[src/rtl/sram_arbiter_if.sv]
// Memory-side bus of the SRAM arbiter: one request/ack port with byte enables.
// The master modport is the arbiter and the slave modport is the memory.
interface sram_arbiter_if #(
  parameter int ADDR_W = 32,
  parameter int DATA_W = 32
);
  logic                  mem_req;
  logic [DATA_W/8-1:0]   mem_wen;
  logic [ADDR_W-1:0]     mem_addr;
  logic [DATA_W-1:0]     mem_wdata;
  logic [DATA_W-1:0]     mem_rdata;
  logic                  mem_ack;

  modport master (
    output mem_req, mem_wen, mem_addr, mem_wdata,
    input  mem_rdata, mem_ack
  );

  modport slave (
    input  mem_req, mem_wen, mem_addr, mem_wdata,
    output mem_rdata, mem_ack
  );
endinterface

[src/rtl/sram_arbiter.sv]
// Shares one variable-latency memory port between instruction fetch and data access.
// Data is served first so a store lands before a fetch issued in the same cycle.
module sram_arbiter #(
  parameter int ADDR_W = 32,
  parameter int DATA_W = 32
) (
  input  logic                 clk,
  input  logic                 rst,
  input  logic                 inst_req,
  input  logic [ADDR_W-1:0]    inst_addr,
  output logic [DATA_W-1:0]    inst_rdata,
  input  logic                 data_req,
  input  logic [DATA_W/8-1:0]  data_wen,
  input  logic [ADDR_W-1:0]    data_addr,
  input  logic [DATA_W-1:0]    data_wdata,
  output logic [DATA_W-1:0]    data_rdata,
  output logic                 stallreq_for_mem,
  sram_arbiter_if.master       mem
);
  localparam int BE_W = DATA_W / 8;

  typedef enum logic [1:0] {
    ST_IDLE = 2'd0,
    ST_DATA = 2'd1,
    ST_INST = 2'd2,
    ST_DONE = 2'd3
  } state_t;

  state_t              state_q, state_d;
  logic                inst_pend_q, inst_pend_d;
  logic [ADDR_W-1:0]   inst_addr_q, inst_addr_d;
  logic                mem_req_q, mem_req_d;
  logic [BE_W-1:0]     mem_wen_q, mem_wen_d;
  logic [ADDR_W-1:0]   mem_addr_q, mem_addr_d;
  logic [DATA_W-1:0]   mem_wdata_q, mem_wdata_d;
  logic [DATA_W-1:0]   inst_rdata_q, inst_rdata_d;
  logic [DATA_W-1:0]   data_rdata_q, data_rdata_d;
  logic                stall_s;

  // Next-state, memory command and read-data capture logic.
  always_comb begin
    state_d      = state_q;
    inst_pend_d  = inst_pend_q;
    inst_addr_d  = inst_addr_q;
    mem_req_d    = mem_req_q;
    mem_wen_d    = mem_wen_q;
    mem_addr_d   = mem_addr_q;
    mem_wdata_d  = mem_wdata_q;
    inst_rdata_d = inst_rdata_q;
    data_rdata_d = data_rdata_q;
    stall_s      = 1'b0;

    case (state_q)
      ST_IDLE: begin
        stall_s = inst_req | data_req;
        if (data_req) begin
          state_d     = ST_DATA;
          mem_req_d   = 1'b1;
          mem_wen_d   = data_wen;
          mem_addr_d  = data_addr;
          mem_wdata_d = data_wdata;
          inst_pend_d = inst_req;
          inst_addr_d = inst_addr;
        end else if (inst_req) begin
          state_d     = ST_INST;
          mem_req_d   = 1'b1;
          mem_wen_d   = {BE_W{1'b0}};
          mem_addr_d  = inst_addr;
          mem_wdata_d = {DATA_W{1'b0}};
          inst_pend_d = 1'b1;
          inst_addr_d = inst_addr;
        end else begin
          state_d = ST_IDLE;
        end
      end
      ST_DATA: begin
        stall_s = 1'b1;
        if (mem.mem_ack) begin
          // A store (any byte enable set) must leave data_rdata untouched.
          if (mem_wen_q == {BE_W{1'b0}}) begin
            data_rdata_d = mem.mem_rdata;
          end else begin
            data_rdata_d = data_rdata_q;
          end
          if (inst_pend_q) begin
            state_d     = ST_INST;
            mem_req_d   = 1'b1;
            mem_wen_d   = {BE_W{1'b0}};
            mem_addr_d  = inst_addr_q;
            mem_wdata_d = {DATA_W{1'b0}};
          end else begin
            state_d     = ST_DONE;
            mem_req_d   = 1'b0;
            mem_wen_d   = {BE_W{1'b0}};
            mem_addr_d  = {ADDR_W{1'b0}};
            mem_wdata_d = {DATA_W{1'b0}};
          end
        end else begin
          state_d = ST_DATA;
        end
      end
      ST_INST: begin
        stall_s = 1'b1;
        if (mem.mem_ack) begin
          state_d      = ST_DONE;
          inst_rdata_d = mem.mem_rdata;
          inst_pend_d  = 1'b0;
          mem_req_d    = 1'b0;
          mem_wen_d    = {BE_W{1'b0}};
          mem_addr_d   = {ADDR_W{1'b0}};
          mem_wdata_d  = {DATA_W{1'b0}};
        end else begin
          state_d = ST_INST;
        end
      end
      ST_DONE: begin
        state_d = ST_IDLE;
      end
      default: begin
        state_d     = ST_IDLE;
        inst_pend_d = 1'b0;
        mem_req_d   = 1'b0;
        mem_wen_d   = {BE_W{1'b0}};
        mem_addr_d  = {ADDR_W{1'b0}};
        mem_wdata_d = {DATA_W{1'b0}};
      end
    endcase
  end

  // State and output registers; reset drops any in-flight request at once.
  always_ff @(posedge clk or posedge rst) begin
    if (rst) begin
      state_q      <= ST_IDLE;
      inst_pend_q  <= 1'b0;
      inst_addr_q  <= {ADDR_W{1'b0}};
      mem_req_q    <= 1'b0;
      mem_wen_q    <= {BE_W{1'b0}};
      mem_addr_q   <= {ADDR_W{1'b0}};
      mem_wdata_q  <= {DATA_W{1'b0}};
      inst_rdata_q <= {DATA_W{1'b0}};
      data_rdata_q <= {DATA_W{1'b0}};
    end else begin
      state_q      <= state_d;
      inst_pend_q  <= inst_pend_d;
      inst_addr_q  <= inst_addr_d;
      mem_req_q    <= mem_req_d;
      mem_wen_q    <= mem_wen_d;
      mem_addr_q   <= mem_addr_d;
      mem_wdata_q  <= mem_wdata_d;
      inst_rdata_q <= inst_rdata_d;
      data_rdata_q <= data_rdata_d;
    end
  end

  assign mem.mem_req       = mem_req_q;
  assign mem.mem_wen       = mem_wen_q;
  assign mem.mem_addr      = mem_addr_q;
  assign mem.mem_wdata     = mem_wdata_q;
  assign inst_rdata        = inst_rdata_q;
  assign data_rdata        = data_rdata_q;
  assign stallreq_for_mem  = stall_s;
endmodule
[src/flat_wrapper.sv]
// flat-port wrapper written by rule: the top's interface ports become plain ports
module sram_arbiter_flat 
#(
  parameter int ADDR_W = 32,
  parameter int DATA_W = 32
)
  (clk, rst, inst_req, inst_addr, inst_rdata, data_req, data_wen, data_addr, data_wdata, data_rdata, stallreq_for_mem, mem_mem_req, mem_mem_wen, mem_mem_addr, mem_mem_wdata, mem_mem_rdata, mem_mem_ack);
  sram_arbiter_if #(.ADDR_W(ADDR_W), .DATA_W(DATA_W)) mem_i ();
  input  logic clk;
  input  logic rst;
  input  logic inst_req;
  input  logic [ADDR_W-1:0] inst_addr;
  output logic [DATA_W-1:0] inst_rdata;
  input  logic data_req;
  input  logic [DATA_W/8-1:0] data_wen;
  input  logic [ADDR_W-1:0] data_addr;
  input  logic [DATA_W-1:0] data_wdata;
  output logic [DATA_W-1:0] data_rdata;
  output logic stallreq_for_mem;
  output wire logic [$bits(mem_i.mem_req)-1:0] mem_mem_req;
  output wire logic [$bits(mem_i.mem_wen)-1:0] mem_mem_wen;
  output wire logic [$bits(mem_i.mem_addr)-1:0] mem_mem_addr;
  output wire logic [$bits(mem_i.mem_wdata)-1:0] mem_mem_wdata;
  input wire logic [$bits(mem_i.mem_rdata)-1:0] mem_mem_rdata;
  input wire logic [$bits(mem_i.mem_ack)-1:0] mem_mem_ack;
  assign mem_mem_req = mem_i.mem_req;
  assign mem_mem_wen = mem_i.mem_wen;
  assign mem_mem_addr = mem_i.mem_addr;
  assign mem_mem_wdata = mem_i.mem_wdata;
  assign mem_i.mem_rdata = mem_mem_rdata;
  assign mem_i.mem_ack = mem_mem_ack;
  sram_arbiter #(.ADDR_W(ADDR_W), .DATA_W(DATA_W)) u_core (.clk(clk), .rst(rst), .inst_req(inst_req), .inst_addr(inst_addr), .inst_rdata(inst_rdata), .data_req(data_req), .data_wen(data_wen), .data_addr(data_addr), .data_wdata(data_wdata), .data_rdata(data_rdata), .stallreq_for_mem(stallreq_for_mem), .mem(mem_i));
endmodule
[config.mk]
export PLATFORM = sky130hd
export DESIGN_NAME = sram_arbiter_flat
export DESIGN_NICKNAME = d
export VERILOG_FILES = /design/src/rtl/sram_arbiter_if.sv /design/src/rtl/sram_arbiter.sv /design/src/flat_wrapper.sv
export SDC_FILE = /design/constraint.sdc
export NUM_CORES = 1
export LEC_CHECK = 0
export ABC_CLOCK_PERIOD_IN_PS = 12180
export CORE_ASPECT_RATIO = 1.1
export CORE_MARGIN = 2
export CORE_UTILIZATION = 33
export DETAILED_ROUTE_END_ITERATION = 7
export PLACE_DENSITY = 0.68
export SKIP_LAST_GASP = 1
export SLEW_MARGIN = 20
export SYNTH_ARGS = -nofsm -noshare
export SYNTH_HDL_FRONTEND = slang
export SYNTH_SLANG_ARGS = --single-unit
export TNS_END_PERCENT = 10
[constraint.sdc]
create_clock -name clk -period 12.18 [get_ports clk]
set_input_delay 2.436 -clock clk [delete_from_list [all_inputs] [get_ports clk]]
set_output_delay 2.436 -clock clk [all_outputs]
set_load 0.005 [all_outputs]
==> metrics.txt <==
Leak Pwr=4.518 nW; r2r endpoint=u_core.mem.mem_addr[31]; WHS Path Cells=1; Slew Limit Fails=0; via count=5300; top achievable clock speed=155.2 MHz; Max-Cap Viols=0; router iterations before antenna repair=4; Combinational Power Share=44.6%; CTS tree=built; Clock power frac=19.7%; post-CTS resize count=0; Routed Wire Length=18.95 mm; antenna-violating nets left=0; GRT Resource Usage Total=16.45%; Die ar.=23370 um2; Max-slew headroom=36.56%; total grt overflow=0; Design Power=2.697 mW; Critical Path Source Type=input pin; vias in the first global route=5541; number of synthesis warnings=0; Seq pwr share=35.7%; H-tree levels=4; cts hold-fix bufs=0; Initial Util=33.40%; largest net degree at the start of global routing=103; crit-path max FO=38; CP Capture Type=output port; first-pass GRT wire length=30.46 mm; GPL Wtd Cong=0.7547; wire per inst=17.04 um; RSZ-0062 raised after global routing=false; Sum Neg Setup Slack=0 ps; Antenna Cells=0; Clock Path Buffers=2; Psw=0.8583 mW; most frequent cells in the layout=269 x clkdlybuf4s50_1, 168 x dfrtp_1, 104 x mux2_2; Port Buffer Count=270; Yosys reg bits=168; Design Area, Final=10880 um2; Avg Cell Area, Syn=13.34 um2; Std-Cell Rows=57; worst slack, placed=5722 ps; Syn Inst Count=548; Hold WC Path Type=reg2reg; DR vias/cell=4.766; Setup WS post-layout=5737 ps; switching share of power=31.82%; worst path arrival time=4010 ps; Clock Latency Late Sink=420 ps; Post-DP Area=10300 um2; hold_sp=u_core.mem.mem_addr[3]; hpwl dp=12.70 mm; R2R depth=7; DRT iter0 DRCs=186; initial antenna violation count=0; drt drc=0; endpoints failing setup=0; Inserted Clock Buffers=17; Internal=1.839 mW; core area=21890 um2; Vert. Die Dim=160.1 um; r2r startpoint=u_core.state_q[0]; Clock Skew=18.05 ps; post-synth net total=692; commonest non-fill, non-tap cell in the layout=clkdlybuf4s50_1; Clock Tree Root=clkbuf_16; Synth cell types=27; final hold vios=0; clk sinks=168; sequential area share after synthesis=57.49%; Peak VDD IR=108.6 uV; fin crit share=52.89%; postcts setup bufs=0; Slew @ Worst Pin=951.7 ps; layout cells sized above 1=18.85%; PwrDens=248.0 nW/um2; status=finished, final reports clean; I/O Pins=271; Worst EP required=9740 ps; Final nets=948; flop2flop setup slack=9490 ps; min Tclk post-route=6443 ps; CP Class=in2out; Worst-path clk slew=70 ps; die width=145.9 um; P&R area growth vs syn=48.77%; mapped cell area=7312 um2; Hold EP=u_core.mem.mem_addr[3]
worst max-delay path by stage:
stage / depth (start not counted) / start / to
final: 5 / data_req / stallreq_for_mem
after global placement: 5 / data_req / stallreq_for_mem
after floorplan: 1 / rst / u_core.data_rdata[0]
after detailed placement: 5 / data_req / stallreq_for_mem
after global routing: 5 / data_req / stallreq_for_mem
after CTS: 5 / data_req / stallreq_for_mem
state kept, by name (all words and copies together), names as in the netlist:
signal,cells
u_core.inst_pend_q,1
u_core.mem.mem_wdata,32
u_core.data_rdata,32
u_core.mem.mem_addr,32
u_core.state_q,2
u_core.inst_rdata,32
u_core.mem.mem_req,1
u_core.inst_addr_q,32
u_core.mem.mem_wen,4
Yosys cell counts, drive strengths merged:
master   count  area [um2]
dfrtp      168        4204
mux2       129        1453
nand2       40       150.1
o21ai       40       200.2
o31ai       37       277.8
mux2i       33       330.3
o2bb2ai     32       280.3
clkbuf      23       86.33
buf         20       110.1
ha           7       87.58
inv          5       18.76
nor2b        3       18.77
a21oi        2       10.01
a2111oi      1       27.53
a21boi       1       7.510
and3         1       6.260
nand3        1       5.000
nand3b       1       7.510
nor2         1       3.750
nor3b        1       12.51
nor4         1       6.260
o41ai        1       8.760
layout make-up:
class,instances,area [um2]
multi-input cells,332,2930
repair buffers,280,2773
well taps,295,369.1
inverters,5,23.77
flip-flops and latches,168,4204
clock buffers,19,442.9
fillers,2018,11020
clock inverters,13,135.1
worst max-delay path, stage by stage:
cell	delay [ps]
buf_2	80
buf_4	510
o21ai_4	110
a21oi_1	290
clkdlybuf4s50_1	560
cells by family after synthesis:
| family | count (synthesis) | share of synthesized area (%) |
|---|---|---|
| DFF | 168 | 57.49 |
| muxes | 162 | 24.38 |
| AOI/OAI and AO/OA | 114 | 11.11 |
| and+or+nand+nor | 49 | 2.875 |
| buffers and inverters | 48 | 2.943 |
| adders and majority gates | 7 | 1.198 |
power groups by stage:
stage	clock network, mW	registers [mW]	logic (mW)
detailed placement	0	0.972	1.23
global placement	0	0.964	1.21
floorplan	0	0.976	0.581
CTS	0.551	0.965	1.23
global route	0.578	0.997	1.31
finish	0.531	0.963	1.20
per-stage QoR:
step	instances	utilization [%]	hold WS, ps
5_1_grt	1112	49.68	509.0
3_5_place_dp	1080	47.04	473.8
4_1_cts	1112	49.68	489.2
2_1_floorplan	548	-	480.1
3_3_place_gp	1080	47.04	468.1
6_report	1112	49.68	480.9
routing by layer:
layer | GRT usage (%) | vias to the layer above | part of all wire (%)
met3 | 4.600 | 22 | 6.5
li1 | - | 2519 | -
met1 | 20.68 | 2594 | 43
met4 | 6.818 | 0 | 2.4
met5 | 0 | - | 0
met2 | 26.74 | 165 | 48
Note: power is estimated with default switching activity, not from simulation.
